File: src/rtl/uart_tx_drain.sv
// UART transmitter that drains a first-word-fall-through FIFO, one 8N1/8N2 frame per popped word.
// TX is registered; the pop is combinational so a word is taken the same edge IDLE sees data.
module uart_tx_drain #(
  parameter int unsigned DATA_WIDTH   = 8,
  parameter int unsigned CLKS_PER_BIT = 104,
  parameter int unsigned STOP_BITS    = 1
) (
  input  logic                  CLK,
  input  logic                  RESET,
  input  logic                  ENABLE,
  input  logic [DATA_WIDTH-1:0] FIFO_DATA,
  input  logic                  FIFO_EMPTY,
  output logic                  FIFO_POP,
  output logic                  TX,
  output logic                  BUSY,
  output logic                  DONE
);

  localparam int unsigned CW = $clog2(CLKS_PER_BIT);
  localparam int unsigned BW = $clog2(DATA_WIDTH) + 1;
  localparam logic [CW-1:0] CNT_LAST  = CW'(CLKS_PER_BIT - 1);
  localparam logic [BW-1:0] BIT_LAST  = BW'(DATA_WIDTH - 1);
  localparam logic          STOP_LAST = 1'(STOP_BITS - 1);

  typedef enum logic [1:0] {
    S_IDLE,
    S_START,
    S_DATA,
    S_STOP
  } state_t;

  state_t                state_q, state_d;
  logic [CW-1:0]         cnt_q, cnt_d;
  logic [BW-1:0]         bit_q, bit_d;
  logic                  stop_q, stop_d;
  logic [DATA_WIDTH-1:0] shift_q, shift_d;
  logic                  tx_q, tx_d;
  logic                  done_q, done_d;
  logic                  pop;
  logic                  bit_end;

  always_ff @(posedge CLK or posedge RESET) begin
    if (RESET) begin
      state_q <= S_IDLE;
      cnt_q   <= '0;
      bit_q   <= '0;
      stop_q  <= 1'b0;
      shift_q <= '0;
      tx_q    <= 1'b1;
      done_q  <= 1'b0;
    end else begin
      state_q <= state_d;
      cnt_q   <= cnt_d;
      bit_q   <= bit_d;
      stop_q  <= stop_d;
      shift_q <= shift_d;
      tx_q    <= tx_d;
      done_q  <= done_d;
    end
  end

  always_comb begin
    state_d = state_q;
    cnt_d   = cnt_q;
    bit_d   = bit_q;
    stop_d  = stop_q;
    shift_d = shift_q;
    tx_d    = tx_q;
    done_d  = 1'b0;
    pop     = ENABLE && !FIFO_EMPTY && (state_q == S_IDLE) && !RESET;
    bit_end = (cnt_q == CNT_LAST);

    // tx_d always carries the level for the bit period that begins at this edge
    unique case (state_q)
      S_IDLE: begin
        tx_d = 1'b1;
        if (pop) begin
          shift_d = FIFO_DATA;
          cnt_d   = '0;
          bit_d   = '0;
          stop_d  = 1'b0;
          tx_d    = 1'b0;
          state_d = S_START;
        end
      end
      S_START: begin
        if (bit_end) begin
          cnt_d   = '0;
          tx_d    = shift_q[0];
          state_d = S_DATA;
        end else begin
          cnt_d = cnt_q + 1'b1;
        end
      end
      S_DATA: begin
        if (bit_end) begin
          cnt_d = '0;
          if (bit_q == BIT_LAST) begin
            tx_d    = 1'b1;
            state_d = S_STOP;
          end else begin
            shift_d = shift_q >> 1;
            tx_d    = shift_d[0];
            bit_d   = bit_q + 1'b1;
          end
        end else begin
          cnt_d = cnt_q + 1'b1;
        end
      end
      S_STOP: begin
        if (bit_end) begin
          cnt_d = '0;
          if (stop_q == STOP_LAST) begin
            done_d  = 1'b1;
            state_d = S_IDLE;
          end else begin
            stop_d = 1'b1;
          end
        end else begin
          cnt_d = cnt_q + 1'b1;
        end
      end
      default: state_d = S_IDLE;
    endcase
  end

  assign FIFO_POP = pop;
  assign TX       = tx_q;
  assign BUSY     = (state_q != S_IDLE);
  assign DONE     = done_q;

endmodule

File: config.mk
export PLATFORM = sky130hd
export DESIGN_NAME = uart_tx_drain
export DESIGN_NICKNAME = d
export VERILOG_FILES = /design/src/rtl/uart_tx_drain.sv
export SDC_FILE = /design/constraint.sdc
export NUM_CORES = 1
export LEC_CHECK = 0
export ABC_CLOCK_PERIOD_IN_PS = 1700
export CAP_MARGIN = 20
export CORE_MARGIN = 1
export CORE_UTILIZATION = 38
export CTS_CLUSTER_DIAMETER = 150
export CTS_CLUSTER_SIZE = 20
export DETAILED_ROUTE_END_ITERATION = 12
export GPL_TIMING_DRIVEN = 0
export SLEW_MARGIN = 0
export SYNTH_ARGS = -nofsm -noshare
export SYNTH_HDL_FRONTEND = slang
export SYNTH_SLANG_ARGS = --single-unit
File: constraint.sdc
create_clock -name CLK -period 1.7 [get_ports CLK]
set_input_delay 0.255 -clock CLK [delete_from_list [all_inputs] [get_ports CLK]]
set_output_delay 0.255 -clock CLK [all_outputs]
set_load 0.005 [all_outputs]
==> impl_results.md, run 1 <==
- Final Hold Viols: 0
- Arr. time, crit path: 2.08 ns
- Die Span Y: 61.2 um
- Cell family with most CP delay: buffers and inverters
- Area Overhead vs Synth: 42.6%
- Clock buffer depth: 2
- CP Max Fanout: 10
- Yosys cell types: 39
- Worst path slowest cell: clkdlybuf4s50_1
- Outcome: finished with violations
- Layout fillers: 314
- Failing checks: negative setup slack
- Worst setup EP type: register
- Htree depth: 1
- IO Count: 16
- Top-area cell type share of the netlist area: 41.3%
- Most frequent cells in the layout: dfrtp_1, buf_4, clkdlybuf4s50_1
- Synthesized area per cell: 11.1 um2
- Crit path required time: 1.92 ns
- Post-synth top area cell: dfrtp_1
- Cell count after synthesis: 120
- Global-route wire length before repair: 4670 um
- Worst slew pin tran: 0.894 ns
- Static Leak: 0.849 nW
- Antenna violations before repair: 0
- Syn Nets: 139
- Final core occ: 57.0%
- Ant. Diodes: 0
- DR vias/cell: 5.18
- DP HPWL: 1860 um
- Die W: 61.2 um
- GP Congestion: 0.777
- Synth top area cells: dfrtp_1, mux2_2, ha_1, o21ai_0, a22o_2
- WS Path Type: primary input to register
- Final worst slack: -0.161 ns
- Via count: 1073
- Worst clock skew: 0.00279 ns
- Clk_lat worst skew: 0.32 ns
- Largest net degree at the start of global routing: 24
- RSZ-0062 raised after global routing: true
- Startpoint types: primary input
- Crit path time final: 1.86 ns
- # setup viols final: 13
- CP cell instances: clkdlybuf4s50_1, or3b_1, and2_4, buf_6, a21oi_4, buf_12, mux2_4
- Max Fclk: 537 MHz
- Period utilisation layout: 109%
- Total CTS buffers: 3
- DR iter-0 viols: 55
- Routed WL: 2900 um
- Max-cap check violation count: 0
- Number of global-route vias before repair: 1027
- Smallest hold slack: 0.479 ns
- DRC viols: 0
- Post-synth EDFFs: 0
- Initial Utilization: 40.0%
- Ys flop type: dfrtp_1
- Seq/Total Area, Yosys: 43.2%
- Ys async rst share: 100%
- Max incr delay on CP: 0.47 ns
- Initial DRT Pass Iterations: 6
- FP Rows: 21
- Max IR drop VDD: 0.781 mV
- Wire per inst: 14.0 um
- Root Buffer: clkbuf_4
- Slew margin rel.: 40.3%
- Die area: 3750 um2
- #FFs+latches synth: 23
- Mapped cell area: 1330 um2
- Input/output buffers: 15
- Clock sink count: 23
- CTS tree: built
- Number of synthesis warnings: 0
- Clock-pin slew on the worst setup and hold paths: 0.13 ns
- GRT Residual Overflow: 0
- Pwr/cell area: 1680 nW/um2
- Buf+Inv Stages, Crit Path: 3
- Nets: 181
- Slew Limit Fails: 0
- Post-DRT Antenna Nets: 0
- Worst min path class: primary input to async pin
- Core area: 3340 um2
- Hold-fix buffer count after cts: 0
- Layout cells sized above 1: 47.8%
- GRT Total Usage: 17.2%
report_power, final:
group	leakage, nW	total, mW	internal, mW	switching [mW]
sequential	0.284	0.947	0.776	0.171
combinational	0.550	1.99	1.22	0.774
clock	0.0150	0.261	0.0919	0.169
cells by family (layout without fill, tap and decap cells):
logic type	after synthesis	count (layout)	synth area share [%]
xor gates and xnor gates	1	1	0.657
muxes	18	18	15.2
and+or+nand+nor	35	35	15.5
adders and majority gates	7	7	6.57
DFF	23	23	43.2
AOI/OAI and AO/OA	26	26	15.3
buffers and inverters	10	51	3.56
registers in the layout (all words and copies together), names as in the netlist:
signal and cells:
bit_q 4, DONE 1, TX 1, shift_q 8, cnt_q 7, state_q 2
synthesized netlist by cell type, types with 2 or more instances:
master,instances
buf_2,2
nand3_1,6
ha_1,7
dfrtp_1,22
nand2_1,7
a221o_1,2
o21ai_0,7
a32o_1,2
a21oi_1,3
nand2b_1,2
inv_1,6
a22o_2,3
and3_1,3
mux2_2,18
nor2_1,6
stage by stage:
step	TNS (ns)	setup WS, ns	total power [mW]	std cells	cell area, um2
6_report	-1.56	-0.161	3.20	207	1900
5_1_grt	-2.28	-0.187	3.45	207	1900
4_1_cts	-1.41	-0.191	2.89	200	1780
3_5_place_dp	-7.31	-0.533	2.31	181	1580
3_3_place_gp	-6.83	-0.510	2.28	181	1580
2_1_floorplan	-0.398	-0.0569	2.01	120	1370
per-layer routing:
layer | vias to the layer above | wire length, um | global-route usage, %
met1 | 526 | 1340 | 22.0
met2 | 20 | 1440 | 28.4
met3 | 4 | 87 | 3.57
li1 | 523 | - | -
met5 | - | 0 | 0
met4 | 0 | 34 | 7.14
what timing repair did:
item                       CTS  global route
setup buffers               15             8
setup endpoints to repair   16            18
gates resized for setup     24            16
pin swaps                    4             9
cell type report:
class / instances / area (um2) / share of cell area (%)
multi-input cells: 87 / 831 / 43.7
plain buffers: 3 / 26.3 / 1.38
flip-flops and latches: 23 / 579 / 30.5
repair buffers: 38 / 359 / 18.9
well taps: 46 / 57.6 / 3.03
clock buffers: 4 / 26.3 / 1.38
inverters: 6 / 22.5 / 1.18
worst reg2reg max path: cells and delay by family, from the launching register on:
family	cells	cell delay [ns]
fa+ha+maj	1	0.17
compound gates	1	0.21
buf+inv	2	0.28
flops	1	0.42
simple gates	2	0.37
mux	1	0.30
final timing paths:
path	from	endpoint	slack, ns	cells past startpoint
worst min-delay path	RESET	cnt_q[6]	0.48	2
worst min register to register	shift_q[3]	shift_q[3]	0.53	1
worst max-delay path	ENABLE	shift_q[2]	-0.16	7
max in group asynchronous	RESET	cnt_q[3]	0.62	2
worst max register to register	cnt_q[1]	shift_q[2]	-0.14	7
min in group CLK	shift_q[3]	shift_q[3]	0.53	1
(Power assumes the default switching activity.)
==> run 2: changes to the inputs <==
--- a/config.mk
+++ b/config.mk
@@ -13,7 +13,7 @@
 export CTS_CLUSTER_SIZE = 20
 export DETAILED_ROUTE_END_ITERATION = 12
 export GPL_TIMING_DRIVEN = 0
-export SLEW_MARGIN = 0
+export SLEW_MARGIN = 20
 export SYNTH_ARGS = -nofsm -noshare
 export SYNTH_HDL_FRONTEND = slang
 export SYNTH_SLANG_ARGS = --single-unit
==> results of run 2 <==
No change in the layout: final DEF, timing and power equal those of run 1.
==> run 3: changes to the inputs <==
--- a/config.mk
+++ b/config.mk
@@ -8,12 +8,12 @@
 export ABC_CLOCK_PERIOD_IN_PS = 1700
 export CAP_MARGIN = 20
 export CORE_MARGIN = 1
-export CORE_UTILIZATION = 38
+export CORE_UTILIZATION = 49
 export CTS_CLUSTER_DIAMETER = 150
 export CTS_CLUSTER_SIZE = 20
 export DETAILED_ROUTE_END_ITERATION = 12
 export GPL_TIMING_DRIVEN = 0
-export SLEW_MARGIN = 20
+export PLACE_DENSITY = 0.74
 export SYNTH_ARGS = -nofsm -noshare
 export SYNTH_HDL_FRONTEND = slang
 export SYNTH_SLANG_ARGS = --single-unit
==> impl_results.md, run 3 (same netlist as run 1, synthesis figures left out) <==
- Worst setup EP type: register (unchanged)
- Outcome: finished with violations (unchanged)
- Nets: 183 (was 181)
- IO Count: 16 (unchanged)
- DRC viols: 0 (unchanged)
- Pwr/cell area: 1700 nW/um2 (was 1680 nW/um2)
- Routed WL: 3160 um (was 2900 um)
- Clk_lat worst skew: 0.32 ns (about the same)
- Comb pwr share: 61.6% (was 62.2%)
- Final worst slack: -0.136 ns (was -0.161 ns)
- DR iter-0 viols: 25 (was 55)
- Worst slew pin tran: 0.865 ns (was 0.894 ns)
- Switch share: 36.6% (was 34.8%)
- Post-place setup slack: -0.507 ns (was -0.533 ns)
- GRT Residual Overflow: 0 (unchanged)
- FP Rows: 18 (was 21)
- Ant. Diodes: 0 (unchanged)
- Number of global-route vias before repair: 1076 (was 1027)
- Area Overhead vs Synth: 42.0% (was 42.6%)
- CTS tree: built (unchanged)
- Die area: 2930 um2 (was 3750 um2)
- Period utilisation layout: 108% (was 109%)
- Placed cell area: 1560 um2 (was 1580 um2)
- Worst min path class: primary input to async pin (unchanged)
- Largest regs: shift_q x8, cnt_q x7, bit_q x4 (unchanged)
- RSZ-0062 raised after global routing: true (unchanged)
- Core area: 2520 um2 (was 3340 um2)
- Final Hold Viols: 0 (unchanged)
- WS Path Type: primary input to register (unchanged)
- Total CTS buffers: 3 (unchanged)
- Crit path time final: 1.84 ns (was 1.86 ns)
- Failing checks: negative setup slack (unchanged)
- Max Fclk: 545 MHz (was 537 MHz)
- Root Buffer: clkbuf_4 (unchanged)
- Slew margin rel.: 42.2% (was 40.3%)
- Crit path required time: 1.92 ns (about the same)
- # setup viols final: 11 (was 13)
- Most frequent cells in the layout: buf_4, dfrtp_1, clkdlybuf4s50_1 (was dfrtp_1, buf_4, clkdlybuf4s50_1)
- GP Congestion: 0.799 (was 0.777)
- Global-route wire length before repair: 4800 um (was 4670 um)
- Biggest register: shift_q (unchanged)
- Net Switching: 1.18 mW (was 1.11 mW)
- Share of total power in the clock network: 8.4% (was 8.2%)
- Layout cells sized above 1: 50.9% (was 47.8%)
- Max IR drop VDD: 1.18 mV (was 0.781 mV)
- Pint: 2.04 mW (was 2.09 mW)
- Die Span Y: 54.2 um (was 61.2 um)
- Layout fillers: 186 (was 314)
- Hold-fix buffer count after cts: 0 (unchanged)
- Final core occ: 75.1% (was 57.0%)
- Arr. time, crit path: 2.06 ns (was 2.08 ns)
- Max FFs per register: 8 (unchanged)
- Slew Limit Fails: 0 (unchanged)
- CP Max Fanout: 10 (unchanged)
- Post-DRT Antenna Nets: 0 (unchanged)
- Via count: 1119 (was 1073)
- Htree depth: 1 (unchanged)
- Antenna violations before repair: 0 (unchanged)
- Input/output buffers: 15 (unchanged)
- Worst clock skew: 0.00773 ns (was 0.00279 ns)
- Largest net degree at the start of global routing: 24 (unchanged)
- Sequential fraction of design power: 30.0% (was 29.6%)
- Wire per inst: 16.4 um (was 14.0 um)
- Initial Utilization: 52.9% (was 40.0%)
- Max-cap check violation count: 0 (unchanged)
- Clock buffer depth: 2 (unchanged)
- Initial DRT Pass Iterations: 4 (was 6)
- Post-route cell area: 1890 um2 (was 1900 um2)
- Static Leak: 0.839 nW (was 0.849 nW)
- Clock-pin slew on the worst setup and hold paths: 0.14 ns (was 0.13 ns)
- GRT Total Usage: 23.0% (was 17.2%)
- Clock sink count: 23 (unchanged)
- DR vias/cell: 5.80 (was 5.18)
- DP HPWL: 1770 um (was 1860 um)
- Die W: 54.2 um (was 61.2 um)
- Most common cell after layout, fill and taps aside: buf_4
- Startpoint types: primary input (unchanged)
==> run 3: area by class of cell <==
cell class	count	area [um2]	area share, %
Buffer	3	30.0	1.59
Clock buffer	3	22.5	1.19
Clock inverter	1	5.00	0.264
Inverter	6	22.5	1.19
Multi-Input combinational cell	87	850	44.8
Sequential cell	23	579	30.6
Tap cell	30	37.5	1.98
Timing Repair Buffer	40	348	18.4
==> run 3: path summary, 6_finish.rpt <==
path | start | endpoint | slack [ns] | cells after the start
min in group CLK | shift_q[3] | shift_q[3] | 0.52 | 1
max in group asynchronous | RESET | cnt_q[3] | 0.67 | 2
min | RESET | cnt_q[2] | 0.45 | 2
max reg2reg | cnt_q[1] | shift_q[3] | -0.13 | 7
min reg2reg | shift_q[3] | shift_q[3] | 0.52 | 1
max | ENABLE | shift_q[3] | -0.14 | 7
==> run 3: power by group through the flow <==
stage	logic (mW)	registers, mW	clock network (mW)
floorplan	1.10	0.913	0
global placement	1.31	0.953	0
detailed placement	1.34	0.964	0
CTS	1.71	0.931	0.272
global route	2.15	0.994	0.297
finish	1.98	0.966	0.270
==> run 3: what timing repair did <==
| item | 4_1_cts | 5_1_grt |
|---|---|---|
| gates resized for setup | 24 | 17 |
| setup buffers | 17 | 7 |
| pin swaps | 6 | 7 |
| setup endpoints to repair | 16 | 17 |
| cloned | 0 | 1 |
==> run 3: worst max-delay path: stages <==
cell and delay [ns]:
clkdlybuf4s50_1 0.47, or3b_1 0.43, and2_4 0.19, buf_6 0.14, a21oi_4 0.13, buf_12 0.14
mux2_4 0.30
==> run 3: layer usage <==
| metal | wire [um] | part of all wire, % | track usage [%] |
|---|---|---|---|
| met5 | 0 | 0 | 0 |
| met4 | 43 | 1.4 | 6.84 |
| met3 | 148 | 4.7 | 4.24 |
| met2 | 1600 | 51 | 40.2 |
| met1 | 1370 | 43 | 28.2 |
==> run 3: metrics by stage <==
step | power (mW) | instances | hold WS (ns) | TNS [ns]
floorplan | 2.01 | 120 | 0.256 | -0.398
global placement | 2.26 | 165 | 0.487 | -6.54
detailed placement | 2.30 | 165 | 0.485 | -6.85
CTS | 2.92 | 186 | 0.492 | -1.46
global route | 3.44 | 193 | 0.550 | -2.03
finish | 3.22 | 193 | 0.450 | -1.18
